[config.mk]
export PLATFORM = sky130hd
export DESIGN_NAME = sync_up_counter_flat
export DESIGN_NICKNAME = d
export VERILOG_FILES = /design/src/rtl/sync_up_counter_pkg.sv /design/src/rtl/sync_up_counter_if.sv /design/src/rtl/sync_up_counter_count_stage.sv /design/src/rtl/sync_up_counter.sv /design/src/flat_wrapper.sv
export SDC_FILE = /design/constraint.sdc
export NUM_CORES = 1
export LEC_CHECK = 0
export CAP_MARGIN = 40
export CORE_AREA = 8 8 45 47
export DETAILED_ROUTE_END_ITERATION = 10
export DIE_AREA = 0 0 53 55
export SLEW_MARGIN = 20
export SYNTH_ARGS = -nofsm -noshare
export SYNTH_HDL_FRONTEND = slang
export SYNTH_SLANG_ARGS = --single-unit
[constraint.sdc]
create_clock -name clk -period 1.2 [get_ports clk]
set_input_delay 0.18 -clock clk [delete_from_list [all_inputs] [get_ports clk]]
set_output_delay 0.18 -clock clk [all_outputs]
set_load 0.02 [all_outputs]
[src/rtl/sync_up_counter_pkg.sv]
// Shared counter constants: default geometry and the value an out-of-range load clamps to.
// Down-counter variants import the same package so load clamping stays consistent.
package sync_up_counter_pkg;

    localparam int DEF_WIDTH      = 4;
    localparam int DEF_MODULUS    = 16;
    localparam int LOAD_CLAMP_VAL = 0;

    // A full-range modulus wraps by plain binary rollover, so no clear is needed.
    function automatic bit is_pow2_modulus(input int width, input int modulus);
        return modulus == (1 << width);
    endfunction

endpackage

[src/rtl/sync_up_counter_if.sv]
// Control and status bundle of one counter: the driver (master) owns en/load/clr_ovf,
// the counter (slave) returns count, combinational carry-out and the sticky wrap flag.
interface sync_up_counter_if
    import sync_up_counter_pkg::*;
#(
    parameter int WIDTH = DEF_WIDTH
);

    logic             en;
    logic             load;
    logic [WIDTH-1:0] load_val;
    logic             clr_ovf;
    logic [WIDTH-1:0] count;
    logic             co;
    logic             ovf;

    modport master (
        output en, load, load_val, clr_ovf,
        input  count, co, ovf
    );

    modport slave (
        input  en, load, load_val, clr_ovf,
        output count, co, ovf
    );

endinterface

[src/rtl/sync_up_counter_count_stage.sv]
// One counter bit: synchronous reset, then parallel load, then toggle, else hold.
// Latency 1 cycle; no backpressure, the stage acts on every rising edge.
module count_stage (
    input  logic clk,
    input  logic rst,
    input  logic toggle,
    input  logic load,
    input  logic d,
    output logic q
);

    logic q_q;
    logic q_d;

    always_comb begin
        q_d = q_q;
        if (load) begin
            q_d = d;
        end else if (toggle) begin
            q_d = ~q_q;
        end
    end

    always_ff @(posedge clk) begin
        if (rst) begin
            q_q <= 1'b0;
        end else begin
            q_q <= q_d;
        end
    end

    assign q = q_q;

endmodule

[src/rtl/sync_up_counter.sv]
// Modulo-MODULUS synchronous up-counter with load, enable, sticky wrap flag and cascade carry.
// Latency 1 cycle from load/en to count; co is combinational; no backpressure.
module sync_up_counter
    import sync_up_counter_pkg::*;
#(
    parameter int WIDTH   = DEF_WIDTH,
    parameter int MODULUS = DEF_MODULUS
) (
    input  logic              clk,
    input  logic              rst,
    sync_up_counter_if.slave  bus
);

    localparam logic [WIDTH-1:0] MAX_VAL   = WIDTH'(MODULUS - 1);
    localparam logic [WIDTH-1:0] CLAMP_VAL = WIDTH'(LOAD_CLAMP_VAL);
    localparam bit               NEED_CLR  = !is_pow2_modulus(WIDTH, MODULUS);

    logic [WIDTH-1:0] count;
    logic [WIDTH-1:0] carry;
    logic [WIDTH-1:0] load_dat;
    logic             at_max;
    logic             wrap;
    logic             sync_clr;
    logic             stage_load;
    logic             val_fits;
    logic             ovf_q;
    logic             ovf_d;

    assign at_max     = (count == MAX_VAL);
    assign wrap       = bus.en & at_max & ~bus.load;
    // A short modulus wraps by loading zero into every stage on the terminal count.
    assign sync_clr   = NEED_CLR & wrap;
    assign stage_load = bus.load | sync_clr;
    assign val_fits   = ({1'b0, bus.load_val} < (WIDTH + 1)'(MODULUS));
    assign load_dat   = !bus.load ? '0 : (val_fits ? bus.load_val : CLAMP_VAL);

    for (genvar i = 0; i < WIDTH; i++) begin : g_stage
        if (i == 0) begin : g_lsb
            assign carry[i] = bus.en;
        end else begin : g_upper
            assign carry[i] = carry[i-1] & count[i-1];
        end

        count_stage u_stage (
            .clk    (clk),
            .rst    (rst),
            .toggle (carry[i]),
            .load   (stage_load),
            .d      (load_dat[i]),
            .q      (count[i])
        );
    end

    // A wrap on the same edge as clr_ovf keeps the flag set.
    always_comb begin
        ovf_d = ovf_q;
        if (wrap) begin
            ovf_d = 1'b1;
        end else if (bus.clr_ovf) begin
            ovf_d = 1'b0;
        end
    end

    always_ff @(posedge clk) begin
        if (rst) begin
            ovf_q <= 1'b0;
        end else begin
            ovf_q <= ovf_d;
        end
    end

    assign bus.count = count;
    assign bus.co    = bus.en & at_max;
    assign bus.ovf   = ovf_q;

endmodule

[src/flat_wrapper.sv]
// flat-port wrapper written by rule: the top's interface ports become plain ports
module sync_up_counter_flat import sync_up_counter_pkg::*;
#(
    parameter int WIDTH   = DEF_WIDTH,
    parameter int MODULUS = DEF_MODULUS
)
  (clk, rst, bus_en, bus_load, bus_load_val, bus_clr_ovf, bus_count, bus_co, bus_ovf);
  sync_up_counter_if #(.WIDTH(WIDTH)) bus_i ();
  input  logic clk;
  input  logic rst;
  input wire logic [$bits(bus_i.en)-1:0] bus_en;
  input wire logic [$bits(bus_i.load)-1:0] bus_load;
  input wire logic [$bits(bus_i.load_val)-1:0] bus_load_val;
  input wire logic [$bits(bus_i.clr_ovf)-1:0] bus_clr_ovf;
  output wire logic [$bits(bus_i.count)-1:0] bus_count;
  output wire logic [$bits(bus_i.co)-1:0] bus_co;
  output wire logic [$bits(bus_i.ovf)-1:0] bus_ovf;
  assign bus_i.en = bus_en;
  assign bus_i.load = bus_load;
  assign bus_i.load_val = bus_load_val;
  assign bus_i.clr_ovf = bus_clr_ovf;
  assign bus_count = bus_i.count;
  assign bus_co = bus_i.co;
  assign bus_ovf = bus_i.ovf;
  sync_up_counter #(.WIDTH(WIDTH), .MODULUS(MODULUS)) u_core (.clk(clk), .rst(rst), .bus(bus_i));
endmodule
=== After elaboration in Yosys (flattened, before gate mapping) ===
Cells that the tools add are included.

* Input bits: 9
* Word-level logic and storage cells: 31
* Flip-flop bits (word level): 5

* Multiplexer cells: 10
* Equality and inequality tests: 1
* Reduce and logical (&&, ||, !) cells: 5
* Bitwise operators: 10

{| class="wikitable"
|+ Operators by type and width
! cell !! number
|-
| $mux 1 || 10
|-
| $reduce_bool 2->1 || 5
|-
| $and 1x1->1 || 5
|-
| $not 1->1 || 5
|-
| $eq 4x4->1 const B || 1
|}

=== Logic depth before layout (Yosys ltp) ===
* Depth in word-level cells: 5
* Mapped depth: 4
* Mapped depth without buffers: 3

=== Modules after synthesis ===
Synthesis repeated with hierarchy kept, for this count alone.

* Cells, all modules: 32
* Area total of the unflattened synthesis: 305.3 sq um

{| class="wikitable"
|+ By module, submodules not included
! module !! times used !! sequential area each (sq um) !! cells each !! area each (sq um)
|-
| count_stage || 4 || 20.0 || 5 || 51.3
|-
| sync_up_counter || 1 || 20.0 || 12 || 100.1
|}

=== Worst setup path after synthesis ===
OpenSTA, ideal clock, no wires.

* Path kind: reg2reg
* Start: register u_core.g_stage[0].u_stage.q_q
* End: register u_core.g_stage[3].u_stage.q_q
* Path buffers: 0
* Library setup time: 115 ps
* Data arrival time: 962 ps
* Cell stages (with the launch flop): 4
* Path slack: 123 ps
* Path through: dfxtp_1 -> nand4_2 -> or3_1 -> and3_1

* Word-level cells in the longest chain between the ends: 4

{| class="wikitable"
|+ Ends and longest elaborated chain
! element !! line !! source
|-
| from (decl) || sync_up_counter_count_stage.sv:12 || <nowiki>logic q_q;</nowiki>
|-
| from (signal assigned) || sync_up_counter_count_stage.sv:28 || <nowiki>q_q <= q_d;</nowiki>
|-
| $and 1x1->1 (3 in a row) || sync_up_counter.sv:41 || <nowiki>assign carry[i] = carry[i-1] & count[i-1];</nowiki>
|-
| $reduce_bool 2->1 (no source line) || n/a ||
|-
| to (signal assigned) || sync_up_counter_count_stage.sv:28 ||
|-
| to (decl) || sync_up_counter_count_stage.sv:12 ||
|}

Every way passes these cells.
A chain may end at the register's enable or synchronous reset.

=== Worst setup path in the final report ===
* Start: register u_core.g_stage[2].u_stage.q_q
* End: output port bus_count[2]

{| class="wikitable"
|+ RTL lines
! element !! line !! source
|-
| from (decl) || sync_up_counter_count_stage.sv:12 ||
|-
| from (signal assigned) || sync_up_counter_count_stage.sv:28 ||
|-
| to (decl) || flat_wrapper.sv:15 || <nowiki>output wire logic [$bits(bus_i.count)-1:0] bus_count;</nowiki>
|}

No word-level cell between the ends.

==> impl.org <==
** Clock tree
- The later pin in the worst-skew pair is clocked with a latency of 0.24 ns.
- Clock root buffer :: clkbuf_4
- CTS buffer count :: 3
- Clock tree from TritonCTS :: built
- Maximum root-to-sink buffer count :: 2
- CTS built an H-tree with a depth of 1.
- Clock-pin slew was measured on the worst setup and hold paths at 0.04 ns.
- Number of buffers inserted for hold repair after clock tree synthesis :: 0
- CTS saw 5 sinks.

** Worst setup path
- Of all nets on the critical path, the largest fanout is 2.
- STA classifies the critical path startpoint as a flop.
- On the worst path, the slowest cell contributes a delay of 0.34 ns.
- The worst setup path is of the flop to output pin kind.
- The signal on the critical path passes through buf_4 > clkdlybuf4s15_1.
- Worst path bufs/invs :: 2
- For the worst setup path, the data required time is slightly above 1 ns.
- The largest individual stage delay along the critical path comes from the cell dfxtp_2.
- Sort of element at the end of the critical path :: output pin
- Cell type group with the largest total delay on the critical path :: buffers and inverters
- Data arrival time of the critical path :: 0.98 ns

** Floorplan
- Once the floorplan was initialized, standard cells occupied 19.5% of the core.
- The die covers between 0.002 and 0.003 mm2.
- Die height :: 55 um
- Std-Cell Rows :: 14
- Die width :: 53 um
- Core area :: 0.00138 mm2
- I/O pins :: 15

** Logic synthesis
- After synthesis the cells add up to 270 um2.
- Yosys printed 0 warnings.
- #FFs+latches synth :: 5
- Sequential fraction of the synthesis area :: 37.0%
- The top cell type by area accounts for ~37% of the synthesized area.
- Largest area contributor in the synthesized netlist :: dfxtp_1
- Synthesis produced a netlist whose cell count is 33.
- Mean cell area of the mapped netlist :: approximately 8.2 um2
- Number of distinct library cells after synthesis :: 18
- Syn Nets :: 42
- In the post-synthesis netlist, the biggest area contributors are dfxtp_1, buf_4, a21oi_1.

** Timing
- In the final timing run, aggregate negative setup slack is 0 ns.
- Min Tclk post-route :: ~1.2 ns
- In the finished design, the share of the clock period the worst path needs comes to between 90% and 100%.
- Across the routed clock network, the largest skew measured is 0.00114 ns.
- Worst slew slack as a fraction of its limit :: 85.8%
- Derived from the worst setup path, the maximum achievable clock frequency is between 0.8 and 0.9 GHz.
- Slew @ Worst Pin :: 0.214 ns
- WHS :: 0.441 ns
- RSZ-0062 raised after global routing :: no
- Setup violation total in the final timing report :: 0
- Count of final hold-check violations :: 0
- Number of max-slew violations in the final report :: 0
- Worst setup slack after layout :: 0.0438 ns

** Global routing
- GRT Resource Usage Total :: 5.69%
- Leftover overflow at the end of global routing :: 0
- The via count of the first global-routing pass is between 200 and 300.
- Largest net degree at the start of global routing :: 8
- Global-route wire length before repair :: 1.18 mm
- The initial antenna violation count is 0.

** Finish
- Relative to the synthesized area, the layout overhead comes to 78.2%.
- Cells with a size suffix above 1 make up approximately 33% of the layout.
- Total Nets Final :: 62
- N_diodes :: 0
- The finished layout holds 68 standard cells, fillers aside.

** Routing
- Detailed Route Iter0 Violations :: 4
- Number of optimization iterations in the first detailed-route pass :: 4
- Dividing the detail-routed wire length by the instance count gives 10.7 um.
- Final Routed Wirelength :: 730 um
- Using the TritonRoute via totals, the vias-per-cell ratio works out to approximately 4.1.
- DRC violations left :: 0
- Residual antenna-violating net count after detailed routing :: 0
- Count of vias placed by the detailed router :: about 280

** Placement
- Before CTS, the worst setup slack after placement is -0.527 ns.
- Routability-driven placement finished with a final weighted congestion of 0.643.
- HPWL after detailed placement :: 577 um
- Number of port buffers :: 14
- Placed Cells :: between 60 and 70

** Power and ir drop
- In this run the static leakage power is 0.225 nW.
- Internal power comes to ~380 uW.
- Sequential cells account for 37.5% of the total power.
- Combinational logic burns 24.2% of the power.
- Power spread over the standard cell area amounts to 1050 mW/mm2.
- The share of total power dissipated in the clock network is 38.3%.
- Net switching power figure :: 128 uW
- Net switching is between 20 and 30% of the power.
- VDD sags by at most 0.371 mV.

** Status
- Result of the run :: complete, no violations

** Job
- Across the run, the number of max-cap violations was 0.

** Min path
- The worst hold path belongs to the class input pin to flop.
sequential cells by signal (all words and copies together) (netlist names):
name,cells
u_core.bus.ovf,1
u_core.g_stage.u_stage.q,4
Yosys cell counts:
master and instances:
nand2b_1 1, or3_1 1, clkbuf_1 1, xor2_1 1
nand4_2 1, xnor2_1 1, a21oi_1 4, o21a_1 1
nor2_1 3, nand2_1 2, dfxtp_1 5, nor2b_1 1
nor3_1 1, inv_1 3, a31o_2 1, mux2i_1 1
buf_4 4, and3_1 1
cell type report:
type	count	area [um2]
inverters	3	11.3
multi-input cells	20	134
flip-flops and latches	5	104
repair buffers	20	186
clock buffers	4	26.3
fillers	152	902
well taps	16	20.0
stage by stage:
stage | area, um2 | util, % | power, mW
floorplan | 270 | - | 0.251
CTS | 465 | 33.6 | 0.511
finish | 482 | 34.8 | 0.504
global placement | 442 | 31.9 | 0.312
detailed placement | 442 | 31.9 | 0.313
global route | 482 | 34.8 | 0.537
worst reg2reg max path, cell delays in order, from the launching register on:
cell and delay, ns:
dfxtp_2 0.35, nand4_4 0.11, or3_1 0.34, and3_1 0.15
final timing paths:
path	startpoint	endpoint	slack [ns]	cells after the start
min	bus_en	u_core.bus.ovf$_SDFFE_PP0P_	0.44	4
max	u_core.g_stage[2].u_stage.q$_SDFFE_PP0P_	bus_count[2]	0.04	2
min reg2reg	u_core.bus.ovf$_SDFFE_PP0P_	u_core.bus.ovf$_SDFFE_PP0P_	0.48	2
max reg2reg	u_core.g_stage[1].u_stage.q$_SDFFE_PP0P_	u_core.g_stage[3].u_stage.q$_SDFFE_PP0P_	0.16	3
power groups by stage:
stage / sequential, mW / clock (mW) / combinational (mW)
6_report: 0.189 / 0.193 / 0.122
5_1_grt: 0.190 / 0.211 / 0.136
4_1_cts: 0.184 / 0.205 / 0.122
3_5_place_dp: 0.187 / 0 / 0.126
3_3_place_gp: 0.187 / 0 / 0.125
2_1_floorplan: 0.190 / 0 / 0.0605
timing repair:
action | in CTS | in global routing
pin swaps | 1 | 2
buffers inserted | 0 | 0
gates resized for setup | 15 | 6
setup endpoints to repair | 6 | 3
cell families (layout without fill, tap and decap cells):
logic type / after synthesis / after routing / share of synthesized area (%)
AOI/OAI and AO/OA: 6 / 6 / 13.4
xor gates and xnor gates: 2 / 2 / 6.48
buffers and inverters: 8 / 27 / 16.7
DFF: 5 / 5 / 37.0
muxes: 1 / 1 / 3.70
and+or+nand+nor: 11 / 11 / 22.7
layer usage:
metal	share of wire (%)	up-vias	wire length, um	GRT usage (%)
met5	0	-	0	0
met4	0	0	0	5.17
met3	12	0	88	3.48
met2	53	7	385	8.98
met1	35	132	256	5.03
li1	-	142	-	-
cells in the final DEF, fill, tap and decap left out:
master	Yosys	layout
clkbuf_1	1	1
nor2_1	3	3
inv_1	3	3
buf_4	4	7
dlymetal6s2s_1	0	1
xor2_1	1	1
nand2b_1	1	1
dfxtp_2	0	3
xnor2_1	1	1
clkdlybuf4s15_1	0	2
clkdlybuf4s50_1	0	7
dfxtp_1	5	2
nand2_1	2	2
nor2b_1	1	1
a21oi_1	4	4
nand4_4	0	1
nor3_1	1	1
dlygate4sd2_1	0	1
and3_1	1	1
mux2i_1	1	1
clkdlybuf4s15_2	0	2
a31o_2	1	1
or3_1	1	1
o21a_1	1	1
clkbuf_4	0	3
No activity file was read; power rests on OpenSTA's default activity.
